==> config.mk <==
export PLATFORM = sky130hd
export DESIGN_NAME = rx_hs_entry_ctrl
export DESIGN_NICKNAME = d
export VERILOG_FILES = /design/src/rtl/rx_hs_entry_ctrl.sv
export SDC_FILE = /design/constraint.sdc
export NUM_CORES = 1
export LEC_CHECK = 0
export ABC_AREA = 1
export BUFFER_PORTS_ARGS = -buffer_cell sky130_fd_sc_hd__buf_2
export CORE_MARGIN = 3
export CORE_UTILIZATION = 35
export DETAILED_ROUTE_END_ITERATION = 10
export PLACE_DENSITY = 0.67
export REMOVE_ABC_BUFFERS = 1
export SETUP_SLACK_MARGIN = 0.4
export SLEW_MARGIN = 10
export SYNTH_ARGS = -nofsm -noshare
export SYNTH_HDL_FRONTEND = slang
export SYNTH_SLANG_ARGS = --single-unit
==> constraint.sdc <==
create_clock -name clk -period 2.7 [get_ports clk]
set_clock_uncertainty 0.05 [all_clocks]
set_input_delay 0.675 -clock clk [delete_from_list [all_inputs] [get_ports clk]]
set_output_delay 0.675 -clock clk [all_outputs]
set_load 0.005 [all_outputs]
==> src/rtl/rx_hs_entry_ctrl.sv <==
// C-PHY slave data-lane LP->HS entry sequencer.
// Deglitches LP state and drives the RX timer through TERM and SETTLE.
module rx_hs_entry_ctrl #(
  parameter logic [2:0] TERM_SEED   = 3'b001,
  parameter logic [2:0] SETTLE_SEED = 3'b010
) (
  input  logic       clk,
  input  logic       rst_n,
  input  logic       Enable,
  input  logic [2:0] LpState,
  input  logic       Timeout,
  output logic       TimerEn,
  output logic [2:0] TimerSeed,
  output logic       TermEn,
  output logic       HsRxEn,
  output logic       ErrSot,
  output logic [2:0] StateOut
);

  typedef enum logic [2:0] {
    ST_STOP   = 3'd0,
    ST_RQST   = 3'd1,
    ST_BRIDGE = 3'd2,
    ST_TERM   = 3'd3,
    ST_HSRX   = 3'd4
  } state_e;

  state_e     state_q, state_d;
  logic [2:0] lp_q, lp_d;
  logic [2:0] lp_acc_q, lp_acc_d;
  logic       timer_en_q, timer_en_d;
  logic       err_q, err_d;

  logic lp_stop, lp_hs0, lp_rq, tmo, timed;

  always_ff @(posedge clk or negedge rst_n) begin
    if (!rst_n) begin
      state_q    <= ST_STOP;
      lp_q       <= 3'b111;
      lp_acc_q   <= 3'b111;
      timer_en_q <= 1'b0;
      err_q      <= 1'b0;
    end else begin
      state_q    <= state_d;
      lp_q       <= lp_d;
      lp_acc_q   <= lp_acc_d;
      timer_en_q <= timer_en_d;
      err_q      <= err_d;
    end
  end

  // accept an LP value only once it has been seen on two edges
  always_comb begin
    lp_d     = LpState;
    lp_acc_d = lp_acc_q;
    if (LpState == lp_q) lp_acc_d = LpState;
  end

  assign lp_stop = (lp_acc_q == 3'b111);
  assign lp_hs0  = (lp_acc_q == 3'b000);
  assign lp_rq   = (lp_acc_q == 3'b001);
  assign tmo     = Timeout && timer_en_q;

  always_comb begin
    state_d = state_q;
    err_d   = 1'b0;
    if (!Enable) begin
      state_d = ST_STOP;
    end else begin
      unique case (state_q)
        ST_STOP: begin
          if (lp_rq) state_d = ST_RQST;
        end
        ST_RQST: begin
          if (lp_hs0) begin
            state_d = ST_BRIDGE;
          end else if (lp_stop) begin
            state_d = ST_STOP;
          end else if (!lp_rq) begin
            state_d = ST_STOP;
            err_d   = 1'b1;
          end
        end
        ST_BRIDGE: begin
          if (lp_stop) begin
            state_d = ST_STOP;
          end else if (!lp_hs0) begin
            state_d = ST_STOP;
            err_d   = 1'b1;
          end else if (tmo) begin
            state_d = ST_TERM;
          end
        end
        ST_TERM: begin
          if (lp_stop) state_d = ST_STOP;
          else if (tmo) state_d = ST_HSRX;
        end
        ST_HSRX: begin
          if (lp_stop) state_d = ST_STOP;
        end
        default: state_d = ST_STOP;
      endcase
    end
  end

  // low on the entry cycle so the timer restarts for each phase
  assign timed      = (state_q == ST_BRIDGE) || (state_q == ST_TERM);
  assign timer_en_d = timed && (state_d == state_q);

  always_comb begin
    TimerSeed = 3'b000;
    if (state_q == ST_BRIDGE) TimerSeed = TERM_SEED;
    else if (state_q == ST_TERM) TimerSeed = SETTLE_SEED;
  end

  assign TimerEn  = timer_en_q;
  assign TermEn   = (state_q == ST_TERM) || (state_q == ST_HSRX);
  assign HsRxEn   = (state_q == ST_HSRX);
  assign ErrSot   = err_q;
  assign StateOut = state_q;

endmodule

# After elaboration in Yosys (flattened, before gate mapping)
# Index checks and enable logic that the tools add are counted.
[op_classes]
n_eq_ne = 8
reduce_logical = 6
n_mux = 21
[ops]
columns = ["cell", "n"]
rows = [
  ["3-bit 2-to-1 mux", 12],
  ["3-bit one-hot mux with 5 select lines", 1],
  ["3-bit by 1-bit equality test with 1-bit output (second input constant)", 2],
  ["3-bit by 2-bit equality test with 1-bit output (second input constant)", 2],
  ["3-bit equality test", 2],
  ["3-bit equality test (second input constant)", 2],
  ["3-bit logical NOT", 2],
  ["1-bit 2-to-1 mux", 6],
  ["1-bit logical AND", 2],
  ["1-bit logical OR", 2],
  ["2-bit 2-to-1 mux", 1],
  ["1-bit one-hot mux with 2 select lines", 1],
]
[totals]
register_bits = 11

# Logic depth before layout (Yosys ltp)
# Gate-level depths: netlist of the first run.
[logic_depth]
ltp_word = 8
depth_mapped = 9
depth_no_buf = 9

# Least setup slack after synthesis of the first run
# Ideal clock, no wire load.
[synth_timing]
path_kind = "flip-flop to output port"
startpoint = "register state_q[2], in the netlist StateOut[2]"
endpoint = "output port TimerSeed[0]"
required_time_ns = 1.975
setup_slack_ns = 1.248
n_path_buf = 0
t_arrival_ns = 0.727
path_stages_with_launch = 4
cell_sequence = "dfrtp_1 > inv_2 > nand2_2 > nor2_2"
[synth_via]
elab_chain_cells = 2
[synth_rtl]
columns = ["element", "line_no", "source"]
rows = [
  ["start: declaration", "28", "state_e state_q, state_d;"],
  ["start signal: assignment", "44", "state_q <= state_d;"],
  ["3-bit by 2-bit equality test with 1-bit output", "112", "if (state_q == ST_BRIDGE) TimerSeed = TERM_SEED;"],
  ["3-bit 2-to-1 mux", "112", ""],
  ["end: declaration", "13", "output logic [2:0] TimerSeed,"],
]
# Every way passes these cells.

# Final worst setup path of the first run
# Same ends and word-level chain as after synthesis.

==> out/metrics.csv, run 1 <==
metric,value,unit
status,finished clean,
synth cell count leaders,"inv_1 (11), nand2_1 (11), nor2_1 (8)",
"Min Clock Period, post-route",1.92,ns
Tot GR Track Use,0.114,
Remaining DRCs,0,
synth unique cells,22,
vias per inst,4.67,
RSZ-0062 raised after global routing,no,
CTS Buf Count,3,
DRT iter0 DRCs,13,
GPL Wtd Cong,0.743,
Setup CP Type,flip-flop to primary output,
remaining antenna violation count,0,
Max VDD drop,0.303,mV
CTS tree,built,
vias in the first global route,383,
"EDFF count, synth",0,
area of the mapped netlist,577,µm²
Worst setup EP type,primary output,
setup violators final,0,
post_cts resized,0,
ranking of synthesized cells by area,"dfstp_2 (27%), dfrtp_1 (22%), inv_1 (7.2%)",
pre-CTS setup slack,1.07,ns
clk_lat worst skew,0.27,ns
post-synthesis sequential area ratio,0.490,
detailed placer's ending HPWL,848,µm
"Remaining Overflow, GRT",0,
routed vias,481,
first-pass GRT wire length,1610,µm
maximum number of pins on one net before global-route repair,12,
DIE WIDTH,46.6,µm
area delta synth->final,20.0,%
cell taking the most area after synthesis,dfstp_2,
Post-Syn Area per Cell,8.36,µm²
"Top FF cell, synth",dfstp_2,
Initial Util,0.378,
fin crit share,0.711,
clk slew on worst S/H paths,0.07,ns
Ant. Diodes,0,
FMAX,0.521,GHz
"Max FO, Critical Path",6,
worst hold-check path type,primary input to async pin,
WL final,1040,µm
Post CTS Setup Buffer Count,0,
Seq cells post-synth,11,
TNS Setup,0,ns
Worst Path Required,1.98,ns
min setup slack post-route,0.781,ns
final hold vios,0,
crit path DAT,1.19,ns
layout cells sized above 1,0.391,
Pwr Density,550,mW/mm²
Post-synth ARST share,1.00,
clk sinks,11,
Final #Nets,95,
count of final max-slew check failures,0,
Root Driver,clkbuf_4,
cells after synthesis,69,
Ports,17,
Worst Setup Start Kind,flip-flop,
Core Region,0.00152,mm²
Longest Clk Path Bufs,2,
die height,46.6,µm
Pleak,0.395,nW
H-tree levels,1,
max_cap viols,0,
PortBufs,15,
Syn. warnings,0,
wire length per cell,10.1,µm
hold-fix buffers at CTS,0,
Die ar.,0.00217,mm²
DRT Pass-1 Iters,4,
FILL cells,151,
row cnt,14,
Yosys top cell area share,0.273,
initial antenna violation count,0,
==> logic make-up after synthesis <==
group                  count (synthesis)  share of synthesized area
AO/OA/AOI/OAI                          8                     0.0803
XOR/XNOR                               3                     0.0456
buffers and inverters                 13                     0.0911
flip-flops                            11                      0.490
other                                  1                    0.00650
AND/OR/NAND/NOR                       33                      0.286
==> final cells by class <==
cell class	instances	area [µm²]	area share
inverters	12	45.0	0.0651
clock inverters	1	5.00	0.00723
multi-input cells	45	241	0.349
clock buffers	3	22.5	0.0325
flip-flops and latches	11	283	0.409
well taps	16	20.0	0.0289
repair buffers	15	75.1	0.108
==> path summary, 6_finish.rpt <==
| path | start | endpoint | slack, ns | cells past startpoint |
|---|---|---|---|---|
| min in group clk | lp_acc_q[1]$_DFFE_PN1N_ | lp_acc_q[1]$_DFFE_PN1N_ | 0.46 | 2 |
| worst max register to register | StateOut[2]$_DFF_PN0_ | TimerEn$_DFF_PN0_ | 1.39 | 8 |
| worst min-delay path | rst_n | StateOut[2]$_DFF_PN0_ | 0.22 | 1 |
| max in group asynchronous | rst_n | lp_acc_q[0]$_DFFE_PN1N_ | 2.12 | 1 |
| worst max-delay path | StateOut[2]$_DFF_PN0_ | TimerSeed[0] | 0.78 | 4 |
| worst min register to register | lp_acc_q[1]$_DFFE_PN1N_ | lp_acc_q[1]$_DFFE_PN1N_ | 0.46 | 2 |
==> critical path: stages (launching register included) <==
cell	delay (ns)
dfrtp_1	0.47
inv_2	0.11
nand2_2	0.06
nor2_2	0.15
buf_2	0.14
==> per-stage QoR <==
stage	utilization	total power [mW]	hold WS (ns)	cells	area (µm²)
3_5_place_dp	0.436	0.276	0.449	99	664
2_1_floorplan	-	0.252	0.329	68	569
5_1_grt	0.454	0.411	0.218	103	692
4_1_cts	0.454	0.388	0.214	103	692
6_report	0.454	0.381	0.216	103	692
3_3_place_gp	0.436	0.274	0.449	99	664
==> flip-flops by register name, summed over array words and instances (netlist names) <==
name / cells
TimerEn: 1
StateOut: 3
lp_q: 3
lp_acc_q: 3
ErrSot: 1
==> placed cells by master (no fill, tap or decap) <==
cell type and n:
clkinv_2 1, nand2_2 3, nor2_1 8, conb_1 1, xor2_1 2, inv_2 1
nand2_1 11, nand4_1 1, dfrtp_1 5, nand3_1 5, xnor2_1 1, dfstp_2 6
clkbuf_4 3, nand3_2 2, nor2_2 2, o21ai_0 2, buf_2 15, inv_1 11
o21ai_1 1, a211oi_1 1, o21a_1 1, nor2_4 1, a21oi_1 2, a31oi_1 1
==> metal layers <==
layer | up-vias | routed length, µm | track usage
met5 | - | 0 | 0
met4 | 0 | 45 | 0.119
met3 | 4 | 21 | 0.0234
met2 | 6 | 526 | 0.170
met1 | 221 | 450 | 0.129
li1 | 250 | - | -
==> power by group <==
| group | internal [mW] | switching [mW] |
|---|---|---|
| sequential | 0.194 | 0.0132 |
| clock | 0.0548 | 0.0548 |
| combinational | 0.0244 | 0.0396 |
| total | 0.273 | 0.108 |
(Power assumes the default switching activity.)
==> run 2: changes to the inputs <==
--- a/config.mk
+++ b/config.mk
@@ -10,7 +10,7 @@
 export CORE_MARGIN = 3
 export CORE_UTILIZATION = 35
 export DETAILED_ROUTE_END_ITERATION = 10
-export PLACE_DENSITY = 0.67
+export PLACE_DENSITY = 0.69
 export REMOVE_ABC_BUFFERS = 1
 export SETUP_SLACK_MARGIN = 0.4
 export SLEW_MARGIN = 10
==> constraint.sdc (replaced) <==
create_clock -name clk -period 1.5 [get_ports clk]
set_clock_uncertainty 0.05 [all_clocks]
set_input_delay 0.375 -clock clk [delete_from_list [all_inputs] [get_ports clk]]
set_output_delay 0.375 -clock clk [all_outputs]
set_load 0.005 [all_outputs]
==> run 2 against run 1 <==
Effect of this change: the run now ends with setup timing left; sequential power rose by 84%; hold slack got worse by 0.038 ns; flip-flop and latch count did not move; critical path depth did not move; clock power rose by 82%; power rose by 95%; cell area rose by 23%; final cell count rose by 11%; non-clock buffer count rose by 11.
==> out/metrics.csv, run 2 (same netlist as run 1, synthesis figures left out) <==
metric,value,unit,change
maximum number of pins on one net before global-route repair,12,,unchanged
FILL cells,132,,-13%
min setup slack post-route,-0.0928,ns,-0.874 ns
remaining antenna violation count,0,,unchanged
die height,46.6,µm,unchanged
H-tree levels,1,,unchanged
Worst Setup Start Kind,flip-flop,,
Pwr Density,870,mW/mm²,+58%
clk sinks,11,,unchanged
DRT iter0 DRCs,17,,+4
clk_lat worst skew,0.27,ns,about the same
WL final,1500,µm,+44%
pre-CTS setup slack,0.171,ns,-0.903 ns
PortBufs,15,,unchanged
Root Driver,clkbuf_4,,
vias in the first global route,461,,+20%
Die ar.,0.00217,mm²,unchanged
power consumption,0.742,mW,+95%
Initial Util,0.378,,unchanged
first-pass GRT wire length,2010,µm,+25%
Ant. Diodes,0,,unchanged
DIE WIDTH,46.6,µm,unchanged
initial antenna violation count,0,,unchanged
Worst Path Required,1.07,ns,-0.91 ns
routed vias,565,,+17%
clk slew on worst S/H paths,0.07,ns,about the same
Tot GR Track Use,0.136,,+0.0219
Worst setup EP type,primary output,,
Non-Filler Instances,114,,+11%
GPL Wtd Cong,0.773,,+4.0%
Longest Clk Path Bufs,2,,unchanged
Max VDD drop,0.521,mV,+72%
TNS Setup,-0.222,ns,-0.222 ns
"Min Clock Period, post-route",1.59,ns,
Core Region,0.00152,mm²,unchanged
violated checks,setup timing,,
fin crit share,1.06,,
count of final max-slew check failures,0,,unchanged
row cnt,14,,unchanged
detailed placer's ending HPWL,871,µm,+2.7%
vias per inst,4.96,,+6.1%
CTS Buf Count,3,,unchanged
wire length per cell,13.2,µm,+30%
worst hold-check path type,primary input to flip-flop,,
FMAX,0.628,GHz,
placed cells,99,,unchanged
status,"finished, violations left",,
Pleak,0.454,nW,+15%
setup violators final,4,,+4
"most common cell after layout, fill and taps aside",buf_2,,
Ports,17,,unchanged
Setup CP Type,flip-flop to primary output,,
most frequent cells in the layout,"buf_2 (14), inv_1 (11), nand2_1 (9)",,
Remaining DRCs,0,,unchanged
"Max FO, Critical Path",4,,-2
Final #Nets,106,,+12%
max_cap viols,0,,unchanged
RSZ-0062 raised after global routing,yes,,
CTS tree,built,,
DRT Pass-1 Iters,4,,unchanged
layout cells sized above 1,0.571,,+0.181
final hold vios,0,,unchanged
"Remaining Overflow, GRT",0,,unchanged
reg2reg setup slack,0.09,ns,-1.30 ns
crit path DAT,1.17,ns,-0.02 ns
area delta synth->final,47.7,%,
==> run 2: critical path, stage by stage (launching register included) <==
cell and delay [ns]:
dfrtp_2 0.46, nor2_2 0.13, nand2_2 0.09, o21ai_4 0.07
buf_2 0.15
==> run 2: metrics by stage <==
stage / util / hold WS, ns / cell area, µm²
2_1_floorplan: - / 0.0294 / 569
3_3_place_gp: 0.436 / 0.206 / 664
3_5_place_dp: 0.436 / 0.207 / 664
4_1_cts: 0.511 / 0.175 / 778
5_1_grt: 0.559 / 0.164 / 852
6_report: 0.559 / 0.178 / 852
==> run 2: final timing paths <==
kind,endpoint,startpoint,depth (start not counted)
worst max-delay path,TermEn,StateOut[0]$_DFF_PN0_,4
worst min-delay path,lp_q[1]$_DFF_PN1_,LpState[1],1
worst max register to register,TimerEn$_DFF_PN0_,StateOut[0]$_DFF_PN0_,11
worst min register to register,lp_acc_q[1]$_DFFE_PN1N_,lp_acc_q[1]$_DFFE_PN1N_,2
max in group asynchronous,lp_acc_q[0]$_DFFE_PN1N_,rst_n,2
min in group asynchronous,ErrSot$_DFF_PN0_,rst_n,2
==> run 2: repair_timing <==
action                                  in CTS  in global routing
buffers inserted                             5                  5
endpoints found under the hold margin        5                  0
endpoints found under the setup margin      16                 17
gates resized for setup                      9                  9
hold buffers                                 1                  0
pin swaps                                    4                  5
==> run 2: area by class of cell <==
class                      count  area [µm²]  share of cell area
multi-input combinational     45         288               0.338
tap                           16        20.0              0.0235
inverter                      12        45.0              0.0529
sequential                    11         287               0.336
clock buffer                   4        26.3              0.0308
timing repair buffer          26         186               0.219
==> run 2: layer usage <==
metal	wire length [µm]	GRT usage	part of all wire	vias to the layer above
li1	-	-	-	271
met1	578	0.172	0.38	259
met2	792	0.195	0.53	27
met3	79	0.0352	0.053	8
met4	51	0.102	0.034	0
met5	0	0	0	-
==> run 2: report_power, final <==
| part | total [mW] | switching, mW | internal (mW) |
|---|---|---|---|
| Combinational | 0.161 | 0.0892 | 0.0722 |
| Sequential | 0.380 | 0.0302 | 0.350 |
| Clock | 0.200 | 0.0971 | 0.103 |
| Total | 0.742 | 0.216 | 0.525 |
